<file path="src/rtl/data_types.sv">
// rtl/data_types.sv - shared datapath word, reservation-station tag and CDB term types
package data_types;

  typedef logic [31:0] word32_t;
  typedef logic [4:0]  rs_tag_t;

  typedef struct packed {
    rs_tag_t tag;
    word32_t val;
  } cdb_t;

  // Tag value meaning "no producer on this CDB term"
  localparam rs_tag_t NO_VAL = 5'h1F;

endpackage

</file>
<file path="src/rtl/lsu_mem_port.sv">
// rtl/lsu_mem_port.sv - one-at-a-time sequencer from load/store buffer head to data memory
// Loads broadcast their result on the CDB for one cycle; stores complete silently.
module lsu_mem_port
  import data_types::*;
(
  input  logic    clk_i,
  input  logic    reset_i,
  input  logic    lsu_empty_i,
  input  word32_t lsu_eff_addr_i,
  input  word32_t lsu_st_data_i,
  input  rs_tag_t lsu_ld_tag_i,
  input  logic    lsu_load_i,
  input  logic    lsu_instr_ready_i,
  output logic    lsu_read_o,
  output cdb_t    cdb_load_o,
  input  word32_t dmem_rd_data_i,
  input  logic    dmem_done_i,
  output logic    dmem_read_o,
  output logic    dmem_write_o,
  output word32_t dmem_addr_o,
  output word32_t dmem_data_o
);

  typedef enum logic [1:0] {IDLE, LD_REQ, ST_REQ, LD_BCAST} state_e;

  state_e  state_q, state_d;
  word32_t addr_q;
  word32_t st_data_q;
  rs_tag_t tag_q;
  logic    load_q;
  word32_t rd_data_q;
  logic    accept;

  always_ff @(posedge clk_i) begin
    if (reset_i) begin
      state_q   <= IDLE;
      addr_q    <= '0;
      st_data_q <= '0;
      tag_q     <= '0;
      load_q    <= 1'b0;
      rd_data_q <= '0;
    end else begin
      state_q <= state_d;
      if (accept) begin
        addr_q    <= lsu_eff_addr_i;
        st_data_q <= lsu_st_data_i;
        tag_q     <= lsu_ld_tag_i;
        load_q    <= lsu_load_i;
      end
      if (state_q == LD_REQ && dmem_done_i) begin
        rd_data_q <= dmem_rd_data_i;
      end
    end
  end

  always_comb begin
    state_d        = state_q;
    accept         = 1'b0;
    lsu_read_o     = 1'b0;
    dmem_read_o    = 1'b0;
    dmem_write_o   = 1'b0;
    cdb_load_o.tag = NO_VAL;
    cdb_load_o.val = '0;
    unique case (state_q)
      IDLE: begin
        // Gated by reset so a pop is never issued for an entry that would not be captured
        accept     = !lsu_empty_i && lsu_instr_ready_i && !reset_i;
        lsu_read_o = accept;
        if (accept) begin
          state_d = lsu_load_i ? LD_REQ : ST_REQ;
        end
      end
      LD_REQ: begin
        dmem_read_o = 1'b1;
        if (dmem_done_i) state_d = LD_BCAST;
      end
      ST_REQ: begin
        dmem_write_o = 1'b1;
        if (dmem_done_i) state_d = IDLE;
      end
      LD_BCAST: begin
        if (load_q) begin
          cdb_load_o.tag = tag_q;
          cdb_load_o.val = rd_data_q;
        end
        state_d = IDLE;
      end
      default: state_d = IDLE;
    endcase
  end

  assign dmem_addr_o = addr_q;
  assign dmem_data_o = st_data_q;

endmodule

</file>
<file path="config.mk">
export PLATFORM = sky130hd
export DESIGN_NAME = lsu_mem_port
export DESIGN_NICKNAME = d
export VERILOG_FILES = /design/src/rtl/data_types.sv /design/src/rtl/lsu_mem_port.sv
export SDC_FILE = /design/constraint.sdc
export NUM_CORES = 1
export LEC_CHECK = 0
export BUFFER_PORTS_ARGS = -buffer_cell sky130_fd_sc_hd__buf_4
export CAP_MARGIN = 10
export CORE_ASPECT_RATIO = 2
export CORE_MARGIN = 10
export CORE_UTILIZATION = 45
export CTS_BUF_LIST = sky130_fd_sc_hd__clkbuf_8
export DETAILED_ROUTE_END_ITERATION = 8
export GPL_TIMING_DRIVEN = 0
export PLACE_DENSITY_LB_ADDON = 0.2
export RECOVER_POWER = 25
export SLEW_MARGIN = 20
export SYNTH_ARGS = -nofsm -noshare
export SYNTH_HDL_FRONTEND = slang
export SYNTH_SLANG_ARGS = --single-unit
</file>
<file path="constraint.sdc">
create_clock -name clk_i -period 1.1 [get_ports clk_i]
set_input_delay 0.165 -clock clk_i [delete_from_list [all_inputs] [get_ports clk_i]]
set_output_delay 0.165 -clock clk_i [all_outputs]
set_load 0.01 [all_outputs]
</file>
Yosys cells after proc, flatten, opt, wreduce, memory -nomap -nowiden
Index checks and enable logic that the tools add are counted.
{"block": "op_classes", "eq_ne": 6, "mux": 10, "reduce_logical": 7}
{"cell": "$mux 37", "n": 2}
{"cell": "$mux 2", "n": 4}
{"cell": "$pmux 2 s4", "n": 1}
{"cell": "$ne 2x2->1 const B", "n": 3}
{"cell": "$eq 2x2->1 const B", "n": 2}
{"cell": "$logic_and 1x1->1", "n": 3}
{"cell": "$mux 1", "n": 3}
{"cell": "$reduce_and 3->1", "n": 1}
{"cell": "$eq 2x1->1 const B", "n": 1}
{"cell": "$logic_not 1->1", "n": 2}
{"cell": "$logic_not 2->1", "n": 1}
{"block": "totals", "in_bits": 107, "output_inout_bits": 104, "reg_bits": 104}

Logic depth before layout (Yosys ltp)
{"block": "depth", "depth_word": 5, "depth_mapped": 5, "depth_no_buf": 2}

Worst setup path before layout
Ideal clock, no wire load.
{"block": "synth_path", "path_kind": "register to output", "start": "reg state_q[1]", "end": "out lsu_read_o", "path_slack_ns": -0.126, "stages_incl_launch_ff": 4, "n_path_buf": 1, "arrival_ns": 1.061, "required_ns": 0.935, "path_cell_list": "dfxtp_1 > nor4b_2 > buf_6 > nor2b_1"}
{"block": "synth_between", "elab_chain_len": 2}
{"element": "from (decl)", "line": "lsu_mem_port.sv:26", "text": "state_e state_q, state_d;"}
{"element": "from (signal assigned)", "line": "lsu_mem_port.sv:43", "text": "state_q <= state_d;"}
{"element": "$logic_not 2->1", "line": "lsu_mem_port.sv:64", "text": "unique case (state_q)"}
{"element": "$mux 1", "line": "lsu_mem_port.sv:64"}
{"element": "to (decl)", "line": "lsu_mem_port.sv:14", "text": "output logic lsu_read_o,"}
No other way between the ends.

==> metrics.md <==
| Metric | Value |
|---|---|
| Clk root buf | `clkbuf_8` |
| RePlAce Congestion | `between 0.7 and 0.8` |
| Unrepaired setup endpoints after global routing | `yes` |
| Commonest cells after routing, fill and taps aside | `nand2b_1 (204), buf_4 (156), mux2i_1 (102), dfxtp_1 (102), buf_6 (46)` |
| CTS Buf Count | `9` |
| Critical Path Source Type | `flip-flop` |
| Largest net degree at the start of global routing | `18` |
| Antenna-violating nets left | `0` |
| Max VDD drop | `0.672 mV` |
| Final Hold Viols | `0` |
| Syn avg cell area | `roughly 10 um^2` |
| Port buffer count | `209` |
| Most common cell after layout, fill and taps aside | `nand2b_1` |
| Vias | `4162` |
| Initial DRT Pass Iterations | `4` |
| Achievable Freq | `611 MHz` |
| Hold WS | `56.6 ps` |
| Relative slew slack | `between 70% and 80%` |
| Initial Util | `45.8%` |
| Clk_lat worst skew | `~360 ps` |
| Clock transition at path regs | `110 ps` |
| PnR worst setup slack | `-537 ps` |
| Largest area contributor in the netlist | `dfxtp_1` |
| Net total in the final layout | `839` |
| Status | `complete, but fails checks` |
| Row count | `54` |
| Unique cell type count in the Yosys netlist | `21` |
| Crit path kind | `flip-flop to output port` |
| Register area share after synthesis | `41.8%` |
| Final Cycle Share | `149%` |
| Power per cell area | `1020 nW/um^2` |
| Area growth from synthesis to layout | `49.1%` |
| Final setup vio count | `142` |
| Number of diodes | `0` |
| Total grt overflow | `0` |
| Die H | `169 um` |
| H-tree Lvls | `3` |
| Final Slew Violations | `0` |
| # clock sinks | `104` |
| CP Launch Point | `state_q[0]` |
| Vias per inst | `4.75` |
| First-pass GRT wire length | `23.7 mm` |
| Crit. End Element | `output port` |
| Core ar. | `10900 um^2` |
| Initial antenna violation count | `0` |
| Post-route DRC | `0` |
| Fin crit period | `1640 ps` |
| Worst Hold Class | `input pin to flip-flop` |
| R2r startpoint | `state_q[0]` |
| Place WS | `-385 ps` |
| Worst Skew | `around 13 ps` |
| CTS tree | `yes` |
| Mapped Area | `between 4000 and 5000 um^2` |
| Post-Route WL | `15.1 mm` |
| Number of global-route vias before repair | `4585` |
| Ys Warns | `0` |
| Tot Pwr | `7.59 mW` |
| Yosys top cell area share | `41.8%` |
| Critical Path Fanout Max | `6` |
| Failing checks | `negative setup slack` |
| Synth Instances | `approximately 500` |
| Die ar. | `15900 um^2` |
| Max cap viols | `0` |
| DR iter-0 viols | `80` |
| Net count after synthesis | `606` |
| Top cells by area, synth | `dfxtp_1 (42%), nand2b_1 (26%), mux2i_1 (21%), and2_1 (4.0%), buf_8 (2.1%)` |
| Dpl cells | `848` |
| Clock Path Buffers | `2` |
| Die Width | `approximately 94 um` |
| I/O Pins | `211` |
| Drt wl/cell | `17.2 um` |
| Flop and latch count out of synthesis | `104` |
| WP data arrival | `1470 ps` |
| Lkg Pwr | `3.11 nW` |
| Hpwl dp | `11.9 mm` |
| Non-filler cells, final | `877` |
| Hold path start | `lsu_eff_addr_i[2]` |
| Layout cells sized above 1 | `39.3%` |
| Crit path required time | `940 ps` |
| Worst Tran Pin Value | `about 400 ps` |
| Total track usage | `18.6%` |
[metal layers]
metal  track usage [%]  vias up  routed length (um)
li1                  -     2054                   -
met1              16.5     1933                4850
met2              35.6      148                8430
met3              6.82       27                1370
met4              7.77        0                 459
met5                 0        -                   0
[cell usage after synthesis]
master and instances:
nand2b_1 209, dfxtp_1 104, mux2i_1 102, and2_1 32
clkbuf_1 21, buf_8 7, buf_6 5, buf_2 3
clkbuf_2 3, nor2b_1 2, a211oi_1 1, a21oi_1 1
and3_1 1, and3b_2 1, inv_1 1, nand3b_1 1
nor2_1 1, nor3b_1 1, nor4b_2 1, o221a_2 1
or2_2 1
[critical path, cell delays in order, from the launching register on]
cell and delay, ps:
dfxtp_4 380, and3_4 220, buf_12 140, clkbuf_8 150, and2_4 130, buf_6 90
[sequential cells by signal, summed over array words and instances, names as in the netlist]
register,cells
dmem_addr_o,32
load_q,1
rd_data_q,32
state_q,2
dmem_data_o,32
tag_q,5
[where the power goes]
group	internal, mW	switching (mW)	leakage [nW]
Clock	0.826	1.35	0.0872
Sequential	3.94	0.101	0.848
Combinational	0.818	0.564	2.17
Total	5.58	2.01	3.11
[cell families (layout without fill, tap and decap cells)]
logic type	Yosys count	in the layout	synth area share [%]
muxes	102	102	20.5
AOI/OAI and AO/OA	3	3	0.478
buffers and inverters	40	278	5.51
DFF	104	104	41.8
and+or+nand+nor	250	250	31.7
[final timing paths]
kind	end	slack (ps)	cells past startpoint
max	cdb_load_o[7]	-540	5
min	dmem_addr_o[2]	60	3
max reg2reg	dmem_data_o[6]	-340	5
min reg2reg	dmem_addr_o[18]	470	2
[per-stage QoR]
| stage | cell area [um^2] | util, % | setup TNS [ps] |
|---|---|---|---|
| after floorplan | 5090 | - | -4870 |
| final | 7420 | 68.2 | -43040 |
| after global placement | 6830 | 62.8 | -30240 |
| after detailed placement | 6830 | 62.8 | -36380 |
| after global routing | 7420 | 68.2 | -54730 |
| after CTS | 7420 | 68.2 | -47060 |
[timing repair]
item / CTS / global route
cloned: 7 / 0
setup buffers: 8 / 1
resized for setup: 51 / 26
pin swaps: 32 / 3
endpoints found under the setup margin: 140 / 143
hold buffers: 0 / 0
[cell type report]
class | instances | area, um^2
Inverter | 1 | 3.75
Buffer | 39 | 380
Timing Repair Buffer | 222 | 1850
Multi-Input combinational cell | 355 | 2750
Fill cell | 911 | 3460
Clock buffer | 9 | 124
Tap cell | 140 | 175
Sequential cell | 104 | 2090
Clock inverter | 7 | 46.3
(Power assumes the default switching activity.)
